File: src/rtl/alerm_set_ctrl.sv
// Alarm-time setting controller: key-driven hour/minute/second BCD editing via a shadow register.
// Optional macro ALERM_EDIT_TIMEOUT_EN adds an idle timeout that auto-commits an open edit.
module alerm_set_ctrl #(
  parameter int unsigned second_cnt  = 50_000_000,
  parameter int unsigned timeout_sec = 10
) (
  input  logic        clock,
  input  logic        reset,
  input  logic        key_mode,
  input  logic        key_inc,
  input  logic        key_enable,
  output logic [23:0] alerm_data,
  output logic        alerm_enable,
  output logic [1:0]  edit_field,
  output logic [23:0] edit_data,
  output logic        edit_blink
);

  localparam int unsigned PreW = (second_cnt > 2) ? $clog2(second_cnt) : 1;
  localparam logic [PreW-1:0] PreLast = PreW'(second_cnt - 1);
  localparam logic [PreW-1:0] PreHalf = PreW'(second_cnt / 2);

  typedef enum logic [1:0] {
    StIdle  = 2'd0,
    StEditH = 2'd1,
    StEditM = 2'd2,
    StEditS = 2'd3
  } state_e;

  state_e          state_q, state_d;
  logic [23:0]     alerm_q, alerm_d;
  logic [23:0]     shadow_q, shadow_d;
  logic            enable_q, enable_d;
  logic            alerm_en_q, alerm_en_d;
  logic            blink_q, blink_d;
  logic [PreW-1:0] presc_q, presc_d;
  logic            tick;

  // Two-digit BCD increment wrapping to 00 after max (max is itself BCD).
  function automatic logic [7:0] bcd_inc(input logic [7:0] v, input logic [7:0] max);
    logic [7:0] r;
    if (v == max) begin
      r = 8'h00;
    end else if (v[3:0] == 4'd9) begin
      r = {v[7:4] + 4'd1, 4'd0};
    end else begin
      r = {v[7:4], v[3:0] + 4'd1};
    end
    return r;
  endfunction

  assign tick = (presc_q == PreLast);

`ifdef ALERM_EDIT_TIMEOUT_EN
  localparam int unsigned SecW = (timeout_sec > 1) ? $clog2(timeout_sec + 1) : 1;
  localparam logic [SecW-1:0] SecLast = SecW'(timeout_sec - 1);

  logic [SecW-1:0] sec_q, sec_d;
  logic            timeout;

  always_comb begin
    sec_d   = sec_q;
    timeout = 1'b0;
    if (state_q == StIdle || key_mode || key_inc) begin
      sec_d = '0;
    end else if (tick) begin
      if (sec_q == SecLast) begin
        sec_d   = '0;
        timeout = 1'b1;
      end else begin
        sec_d = sec_q + 1'b1;
      end
    end
  end

  always_ff @(posedge clock or posedge reset) begin
    if (reset) begin
      sec_q <= '0;
    end else begin
      sec_q <= sec_d;
    end
  end
`else
  logic timeout;
  logic unused_timeout_cfg;

  assign timeout            = 1'b0;
  assign unused_timeout_cfg = (timeout_sec == 0);
`endif

  always_comb begin
    state_d  = state_q;
    alerm_d  = alerm_q;
    shadow_d = shadow_q;
    enable_d = enable_q ^ key_enable;
    presc_d  = tick ? '0 : presc_q + 1'b1;

    unique case (state_q)
      StIdle: begin
        shadow_d = alerm_q;
        if (key_mode) begin
          state_d = StEditH;
        end
      end
      StEditH: begin
        if (key_mode) begin
          state_d = StEditM;
        end else if (key_inc) begin
          shadow_d[23:16] = bcd_inc(shadow_q[23:16], 8'h23);
        end
      end
      StEditM: begin
        if (key_mode) begin
          state_d = StEditS;
        end else if (key_inc) begin
          shadow_d[15:8] = bcd_inc(shadow_q[15:8], 8'h59);
        end
      end
      StEditS: begin
        if (key_mode) begin
          state_d = StIdle;
          alerm_d = shadow_q;
        end else if (key_inc) begin
          shadow_d[7:0] = bcd_inc(shadow_q[7:0], 8'h59);
        end
      end
      default: state_d = StIdle;
    endcase

    // Timeout only fires without a key pulse, so it never collides with an edit.
    if (timeout) begin
      state_d = StIdle;
      alerm_d = shadow_q;
    end

    // Outputs are registered from next-state so they all change together.
    alerm_en_d = enable_d && (state_d == StIdle);
    blink_d    = (state_d != StIdle) && (presc_d < PreHalf);
  end

  always_ff @(posedge clock or posedge reset) begin
    if (reset) begin
      state_q    <= StIdle;
      alerm_q    <= '0;
      shadow_q   <= '0;
      enable_q   <= 1'b0;
      alerm_en_q <= 1'b0;
      blink_q    <= 1'b0;
      presc_q    <= '0;
    end else begin
      state_q    <= state_d;
      alerm_q    <= alerm_d;
      shadow_q   <= shadow_d;
      enable_q   <= enable_d;
      alerm_en_q <= alerm_en_d;
      blink_q    <= blink_d;
      presc_q    <= presc_d;
    end
  end

  assign alerm_data   = alerm_q;
  assign alerm_enable = alerm_en_q;
  assign edit_field   = state_q;
  assign edit_data    = shadow_q;
  assign edit_blink   = blink_q;

endmodule

File: config.mk
export PLATFORM = sky130hd
export DESIGN_NAME = alerm_set_ctrl
export DESIGN_NICKNAME = d
export VERILOG_FILES = /design/src/rtl/alerm_set_ctrl.sv
export SDC_FILE = /design/constraint.sdc
export NUM_CORES = 1
export LEC_CHECK = 0
export CAP_MARGIN = 40
export CORE_ASPECT_RATIO = 1.4
export CORE_MARGIN = 3
export CORE_UTILIZATION = 61
export CTS_BUF_LIST = sky130_fd_sc_hd__clkbuf_4
export DETAILED_ROUTE_END_ITERATION = 6
export GPL_TIMING_DRIVEN = 0
export PLACE_DENSITY = 0.93
export REMOVE_ABC_BUFFERS = 1
export SYNTH_ARGS = -nofsm -noshare
export SYNTH_HDL_FRONTEND = slang
export SYNTH_SLANG_ARGS = --single-unit
File: constraint.sdc
create_clock -name clock -period 7.2 [get_ports clock]
set_input_delay 0.72 -clock clock [delete_from_list [all_inputs] [get_ports clock]]
set_output_delay 0.72 -clock clock [all_outputs]
set_load 0.05 [all_outputs]
* Word-level counts from Yosys, hierarchy flattened
Index checks and enable logic that the tools add are counted.
** Cells by class
- Add/sub/neg operators :: 7
- $mul :: 0
- Divide/modulo/power cells :: 0
- $lt $le $gt $ge :: 1
- Equality and inequality tests :: 19
- Shifts and indexed selects :: 0
- Muxes and demuxes :: 21
- Bitwise logic cells :: 1
- Reduce and logical (&&, ||, !) cells :: 15
** Operator list (number)
- 8-bit 2-to-1 mux :: 12
- 8-bit case mux with 2 select lines :: 3
- 26-bit by 1-bit adder with 26-bit output (second input constant) :: 1
- 26-bit == test (second input constant) :: 1
- 26-bit by 25-bit < comparator with 1-bit output (second input constant) :: 1
- 26-bit 2-to-1 mux :: 1
- 4-bit by 1-bit adder with 4-bit output (second input constant) :: 6
- 8-bit by 7-bit == test with 1-bit output (second input constant) :: 2
- 4-bit == test (second input constant) :: 3
- 2-bit inequality test (second input constant) :: 6
- 4-bit AND reduction :: 3
- 3-bit inequality test (second input constant) :: 3
- 3-bit AND reduction :: 3
- 8-bit by 6-bit == test with 1-bit output (second input constant) :: 1
- 2-bit 2-to-1 mux :: 4
- 2-bit case mux with 4 select lines :: 1
- 2-bit nonzero test :: 4
- 2-bit == test (second input constant) :: 2
- 2-bit zero test :: 2
- 2-bit by 1-bit == test with 1-bit output (second input constant) :: 1
- 1-bit logical AND :: 2
- 2-bit AND reduction :: 1
- 1-bit XOR :: 1
** Storage, ports and cells
- Register bits after elaboration :: 79
- Latch bits :: 0
- Bits in writable memories :: 0
- Memory bits (read-only) :: 0
- Input port bits :: 5
- Output and inout bits :: 52
- Word-level logic and storage cells :: 76
- Memories :: 0

* Logic depth before layout (Yosys ltp)
Gate-level depths: netlist (run 1).
- Depth in word-level cells :: 6
- Depth in mapped cells :: 9
- Mapped depth without buffers :: 9

* Worst setup path before layout (run 1)
OpenSTA, ideal clock, no wires.
- Kind :: reg2reg
- From :: register shadow_q[20], in the netlist edit_data[20]
- To :: register shadow_q[19], in the netlist edit_data[19]
- Setup time :: 0.067 ns
- Arrival :: 2.011 ns
- Required time :: 7.133 ns
- Path slack :: 5.121 ns
- Stages on the path, launching flop included :: 10
- Path buffers :: 0
- Clock period less this slack :: 2.079 ns
- Cells stage by stage :: dfrtp_1 -> inv_1 -> ha_1 -> nand2_1 -> nor4_1 -> a21oi_1 -> nor2_1 -> or2_2 -> o31ai_1 -> a22o_1
** Between the ends
- Cells in the longest elaborated chain, start to end :: 5
** Ends and longest elaborated chain
- start: declaration :: RTL line 32 : logic [23:0] shadow_q, shadow_d;
- start signal: assignment :: RTL line 153 : shadow_q <= shadow_d;
- 8-bit by 6-bit == test with 1-bit output :: RTL line 42 : if (v == max) begin
- 8-bit 2-to-1 mux :: RTL line 42
- 8-bit 2-to-1 mux :: RTL line 108 : end else if (key_inc) begin
- 8-bit 2-to-1 mux :: RTL line 106 : if (key_mode) begin
- 8-bit case mux with 2 select lines :: RTL line 98 : unique case (state_q)
No other way between the ends. The select of a mux whose other input is x is not followed.
A chain may end at the register's enable or synchronous reset.

* Worst setup path after layout (run 1)
- From :: register state_q[0], in the netlist edit_field[0]
- To :: output edit_field[0]
** RTL lines
- start: declaration :: RTL line 30 : state_e state_q, state_d;
- start signal: assignment :: RTL line 143 : state_q <= StIdle;
- start signal: assignment :: RTL line 151 : state_q <= state_d;
- end: declaration :: RTL line 14 : output logic [1:0] edit_field,
No word-level cell between the ends.

==> results of run 1 <==
[cells in the final DEF (no fill, tap or decap), types with 3 or more instances in the layout]
cell type	instances
a22o_1	4
nor2_1	38
a21oi_1	23
ha_1	13
xnor2_1	14
o21ai_0	28
nand4_1	6
or2_2	4
clkbuf_4	11
nand2b_1	6
nor3b_1	5
dfrtp_1	79
nor3_1	9
and3_1	12
xor2_1	15
clkdlybuf4s50_1	56
inv_1	12
o22ai_1	4
nor2b_1	6
mux2_2	19
nand3_1	22
a211oi_1	3
nand2_1	28
[worst paths after layout]
check,startpoint,end,slack (ns),cells past startpoint
hold / removal,enable_q,enable_q,0.48,1
min in group asynchronous,reset,alerm_data[10],0.66,2
hold reg to reg,enable_q,enable_q,0.48,1
setup / recovery,edit_field[0],edit_field[0],4.47,1
max in group asynchronous,reset,edit_data[16],5.95,3
setup reg to reg,presc_q[10],edit_blink,4.92,8
[state kept, by name, indices dropped and copies added, names as in the netlist]
name and count:
edit_data 24, presc_q 26, edit_field 2, alerm_data 24, enable_q 1, edit_blink 1
alerm_enable 1
[power groups by stage]
stage / sequential [uW] / clock [uW] / combinational [uW]
after global placement: 698 / 0 / 940
after CTS: 697 / 298 / 984
after detailed placement: 704 / 0 / 982
after global routing: 720 / 321 / 1050
final: 699 / 294 / 978
after floorplan: 1040 / 0 / 305
[routing by layer]
layer	routed length [microns]	GRT usage	part of all wire
met1	3455	0.3094	0.40
met2	4718	0.4467	0.55
met4	121	0.1130	0.014
met5	0	0	0
met3	354	0.06058	0.041
[kinds of logic after synthesis]
logic type      count (synthesis)  share of synthesized area
simple gates                  151                     0.2037
flops                          79                     0.4991
compound gates                 75                     0.1124
xor+xnor                       29                    0.06412
buf+inv                        22                    0.02306
mux                            20                    0.05654
fa+ha+maj                      13                    0.04106
[metrics by stage]
step	hold WS, ns	setup slack [ns]	utilization
3_5_place_dp	0.4678	4.356	0.7405
3_3_place_gp	0.4407	3.305	0.7307
2_1_floorplan	0.4270	4.457	-
5_1_grt	0.4926	4.397	0.7653
4_1_cts	0.4867	4.457	0.7653
6_report	0.4785	4.475	0.7653
[final cells by class]
type,count,area (sq um),area share
flip-flops and latches,79,1977,0.4131
clock inverters,5,72.57,0.01516
clock buffers,11,82.58,0.01725
repair buffers,59,619.3,0.1294
well taps,72,90.09,0.01882
inverters,13,51.30,0.01072
multi-input cells,288,1893,0.3956
==> flow_summary_export.csv, run 1 <==
group,metric,value,unit
placed_design,place_hpwl,6.147,mm
cts,numCtsBuffers,9,
run_status,status,"complete, no violations",
global_route,grt_pass1_wl,15.17,mm
setup_path,path_cells,"clkdlybuf4s50_1",
global_route,grt_usage,0.2610,
logic_synthesis,synth.most_common_cell,"dfrtp_1",
cells_and_area,n_fill_cell,407,
die,initial_core_util,0.6335,
logic_synthesis,avgSynthCellArea,10.18,sq um
timing,period_minus_slack,2.725,ns
power_and_ir_drop,powerDensity,411.6,nW/um^2
cells_and_area,nets,468,
cts,cts_hold_buf,0,
die,coreArea,6254,sq um
setup_path,worst-path-max-fanout,15,
global_route,antenna_found_initial,0,
timing,tns,0,ns
logic_synthesis,synth_ff_type,"dfrtp_1",
power_and_ir_drop,p_total,1970,uW
logic_synthesis,synth.distinct_cells,47,
timing,post-route-period-util,0.3785,
power_and_ir_drop,pwr-share-clk,0.149,
timing,rsz0062_at_grt,"false",
detailed_routing,detail_route.first_pass.iterations,4,
timing,timing.fmax,367.0,MHz
power_and_ir_drop,intPower,1042,uW
logic_synthesis,synth_edf_count,0,
power_and_ir_drop,p_comb_frac,0.496,
job,cap_viol_max_count,0,
detailed_routing,routed_wl,8.650,mm
detailed_routing,viasPerCell,5.970,
die,placementRows,34,
setup_path,worstSetupEndpointType,"output port",
cts,clockBufferDepth,2,
die,io_pins,57,
hold_path,hold_path_class,"register to register",
detailed_routing,drtIter0Drc,262,
die,fp.dieH,101.4,microns
logic_synthesis,yosysTopAreaCellShare,0.4991,
cts,insertion_delay,0.44,ns
cts,cts_setup_buffers,0,
cells_and_area,final_cells,527,
cts,cts-root-buf,"clkbuf_4",
timing,maxSlewViolCount,0,
cells_and_area,area_growth,20.81,%
timing,finClkSkew,0.01065,ns
logic_synthesis,ys_top_cells_by_count,"79 x dfrtp_1, 38 x nor2_1, 28 x nand2_1, 28 x o21ai_0, 23 x a21oi_1",
placed_design,gp_congestion,0.8711,
cells_and_area,stdcell_area,4786,sq um
detailed_routing,ant_nets,0,
logic_synthesis,yosys-top-cells-area,"dfrtp_1 50%, mux2_2 5.4%, ha_1 4.1%, nor2_1 3.6%, o21ai_0 3.5%",
cts,cts.reportedPaths.clkPinSlew,0.11,ns
detailed_routing,wire_per_inst,16.41,microns
die,dieArea,7511,sq um
power_and_ir_drop,vdd.ir_drop.worst,0.4257,mV
cells_and_area,drive_gt1_frac,0.1077,
setup_path,worstSetupStartpointType,"register",
cells_and_area,antenna_cells,0,
logic_synthesis,ys_async_sr_fraction,1.000,
cts,clock_sinks,79,
power_and_ir_drop,p_sw_frac,0.4709,
global_route,grt_pass1_vias,3346,
setup_path,crit_family,"buffers and inverters",
timing,slew_headroom,0.5356,
timing,setup_violations,0,
placed_design,placement.cell_area,4631,sq um
logic_synthesis,ys_ff_latch,79,
logic_synthesis,ys_seq_area_frac,0.4991,
placed_design,numPortBuffers,56,
logic_synthesis,ys.warnings.count,0,
global_route,overflow,0,
detailed_routing,vias,3146,
power_and_ir_drop,power_frac_seq,0.355,
power_and_ir_drop,leakagePower,0.002171,uW
die,fp.dieW,74.11,microns
setup_path,critical_path_buf_inv_count,1,
logic_synthesis,syn_inst,389,
setup_path,slowest_stage,"clkdlybuf4s50_1",
setup_path,crit_arrival,2.01,ns
setup_path,worst_path_largest_cell_delay,0.90,ns
cts,cts_resized,0,
placed_design,dp.cells,511,
setup_path,cp.required,6.48,ns
cts,htreeDepth,3,
logic_synthesis,synth_area,3961,sq um
timing,worst_pin_slew,0.6947,ns
detailed_routing,drc,0,
global_route,grt_max_degree,41,
setup_path,path_class,"register to output port",
cts,cts_tree,"yes",
timing,finalHoldViolCount,0,
logic_synthesis,yosysTopAreaCell,"dfrtp_1",
power_and_ir_drop,switchingPower,927.6,uW
No activity file was read; power rests on OpenSTA's default activity.
==> run 2: changes to the inputs <==
CORE_UTILIZATION = 56   (was 61)
PLACE_DENSITY = 0.87   (was 0.93)
clock period = 2.79 ns   (was 7.2 ns; I/O delays follow)
==> run 2 against run 1 <==
  * Clock skew is 0.0018 ns lower
  * Cell area is 0.52% higher
  * Count of clock-buffer cells in the layout is 2 lower
  * Worst setup slack worse by 3.9 ns
  * Die area is 8.3% higher
  * Critical path type unchanged
  * Largest cell class unchanged
==> flow_summary_export.csv, run 2 (synthesis results as in run 1) <==
group,metric,value,unit
global_route,busiest_layer,"met2",
timing,slew_headroom,0.5929,
cells_and_area,area_growth,21.45,%
setup_path,cp.required,2.51,ns
timing,finalHoldViolCount,0,
cts,clockBufferDepth,2,
global_route,antenna_found_initial,0,
setup_path,slowest_stage,"clkdlybuf4s50_1",
setup_path,crit_arrival,1.97,ns
cells_and_area,final_cell_mix,"79 x dfrtp_1, 56 x clkdlybuf4s50_1, 38 x nor2_1",
cts,cts_setup_buffers,0,
placed_design,gp_congestion,0.8809,
detailed_routing,routed_wl,8.799,mm
timing,period_minus_slack,2.252,ns
timing,timing.fmax,444.1,MHz
timing,worst_pin_slew,0.6106,ns
hold_path,hold_path_class,"primary input to asynchronous set/reset pin",
detailed_routing,ant_nets,0,
setup_path,crit_family,"buffers and inverters",
die,initial_core_util,0.5874,
timing,post-route-period-util,0.8070,
run_status,status,"complete, no violations",
setup_path,critical_path_buf_inv_count,1,
cts,cts_tree,"yes",
cts,cts.reportedPaths.clkPinSlew,0.12,ns
cts,numCtsBuffers,9,
power_and_ir_drop,leakagePower,0.002162,uW
timing,rsz0062_at_grt,"false",
cts,insertion_delay,0.42,ns
cells_and_area,largest_reg_flops,26,
cells_and_area,nets,468,
die,coreArea,6744,sq um
detailed_routing,wire_per_inst,16.09,microns
cells_and_area,antenna_cells,0,
setup_path,worst_path_largest_cell_delay,0.90,ns
job,cap_viol_max_count,0,
global_route,overflow,0,
power_and_ir_drop,vdd.ir_drop.worst,0.8725,mV
global_route,gr-usage-met1,0.2706,
setup_path,path_cells,"clkdlybuf4s50_1",
detailed_routing,drc,0,
timing,maxSlewViolCount,0,
timing,whs,0.2203,ns
cells_and_area,drive_gt1_frac,0.1077,
global_route,grt_pass1_wl,15.05,mm
global_route,met3_usage,0.03675,
power_and_ir_drop,p_total,5089,uW
detailed_routing,viasPerCell,5.656,
cts,htreeDepth,3,
timing,setup_violations,0,
placed_design,place_hpwl,6.413,mm
cells_and_area,regMostFlops,"presc_q",
power_and_ir_drop,powerDensity,1058,nW/um^2
setup_path,worstSetupEndpointType,"output port",
cts,cts_hold_buf,0,
global_route,grt_pass1_vias,3241,
placed_design,numPortBuffers,56,
die,fp.dieW,77.08,microns
cells_and_area,final_common_cell,"dfrtp_1",
cts,clock_sinks,79,
die,placementRows,35,
detailed_routing,vias,3094,
cts,cts-root-buf,"clkbuf_4",
detailed_routing,detail_route.first_pass.iterations,4,
setup_path,worstSetupStartpointType,"register",
cts,cts_resized,0,
global_route,grt_usage,0.2293,
die,dieArea,8133,sq um
die,io_pins,57,
global_route,grt_util_met2,0.4034,
setup_path,worst-path-max-fanout,15,
setup_path,path_class,"register to output port",
detailed_routing,drtIter0Drc,126,
global_route,grt_max_degree,46,
die,fp.dieH,105.5,microns
timing,finClkSkew,0.008890,ns
## run 2: worst paths after layout
kind	startpoint	to	slack, ns	cells after the start
max	edit_field[0]	edit_field[0]	0.54	1
min	reset	alerm_enable	0.22	2
max reg2reg	presc_q[7]	edit_blink	0.56	8
min reg2reg	enable_q	enable_q	0.50	1
max in group asynchronous	reset	presc_q[16]	1.98	3
min in group clock	key_enable	enable_q	0.49	2
## run 2: final cells by class
type                       instances  area [sq um]
inverter                          13         51.30
clock inverter                     7         87.58
fill                             524          1933
clock buffer                       9         67.56
timing repair buffer              59         619.3
tap                               92         115.1
sequential                        79          1977
multi-input combinational        288          1893
## run 2: metal layers
metal  share of wire  routed length (microns)
met4           0.020                      174
met3           0.035                      311
met2            0.53                     4672
met1            0.41                     3640
met5               0                        0
## run 2: power breakdown
group / leakage [uW] / switching [uW] / internal (uW) / total (uW)
Combinational: 0.00105 / 1650 / 886 / 2540
Sequential: 0.00103 / 376 / 1430 / 1800
Clock: 0.0000770 / 390 / 356 / 746
Total: 0.00216 / 2420 / 2670 / 5090
## run 2: stage by stage
step | std cells | setup WS (ns) | utilization | setup TNS [ns] | cell area, sq um
2_1_floorplan | 380 | 0.4876 | - | 0 | 3919
3_3_place_gp | 528 | -0.7106 | 0.6813 | -55.87 | 4594
3_5_place_dp | 531 | 0.4506 | 0.6904 | 0 | 4656
4_1_cts | 547 | 0.5417 | 0.7134 | 0 | 4811
5_1_grt | 547 | 0.4400 | 0.7134 | 0 | 4811
6_report | 547 | 0.5384 | 0.7134 | 0 | 4811
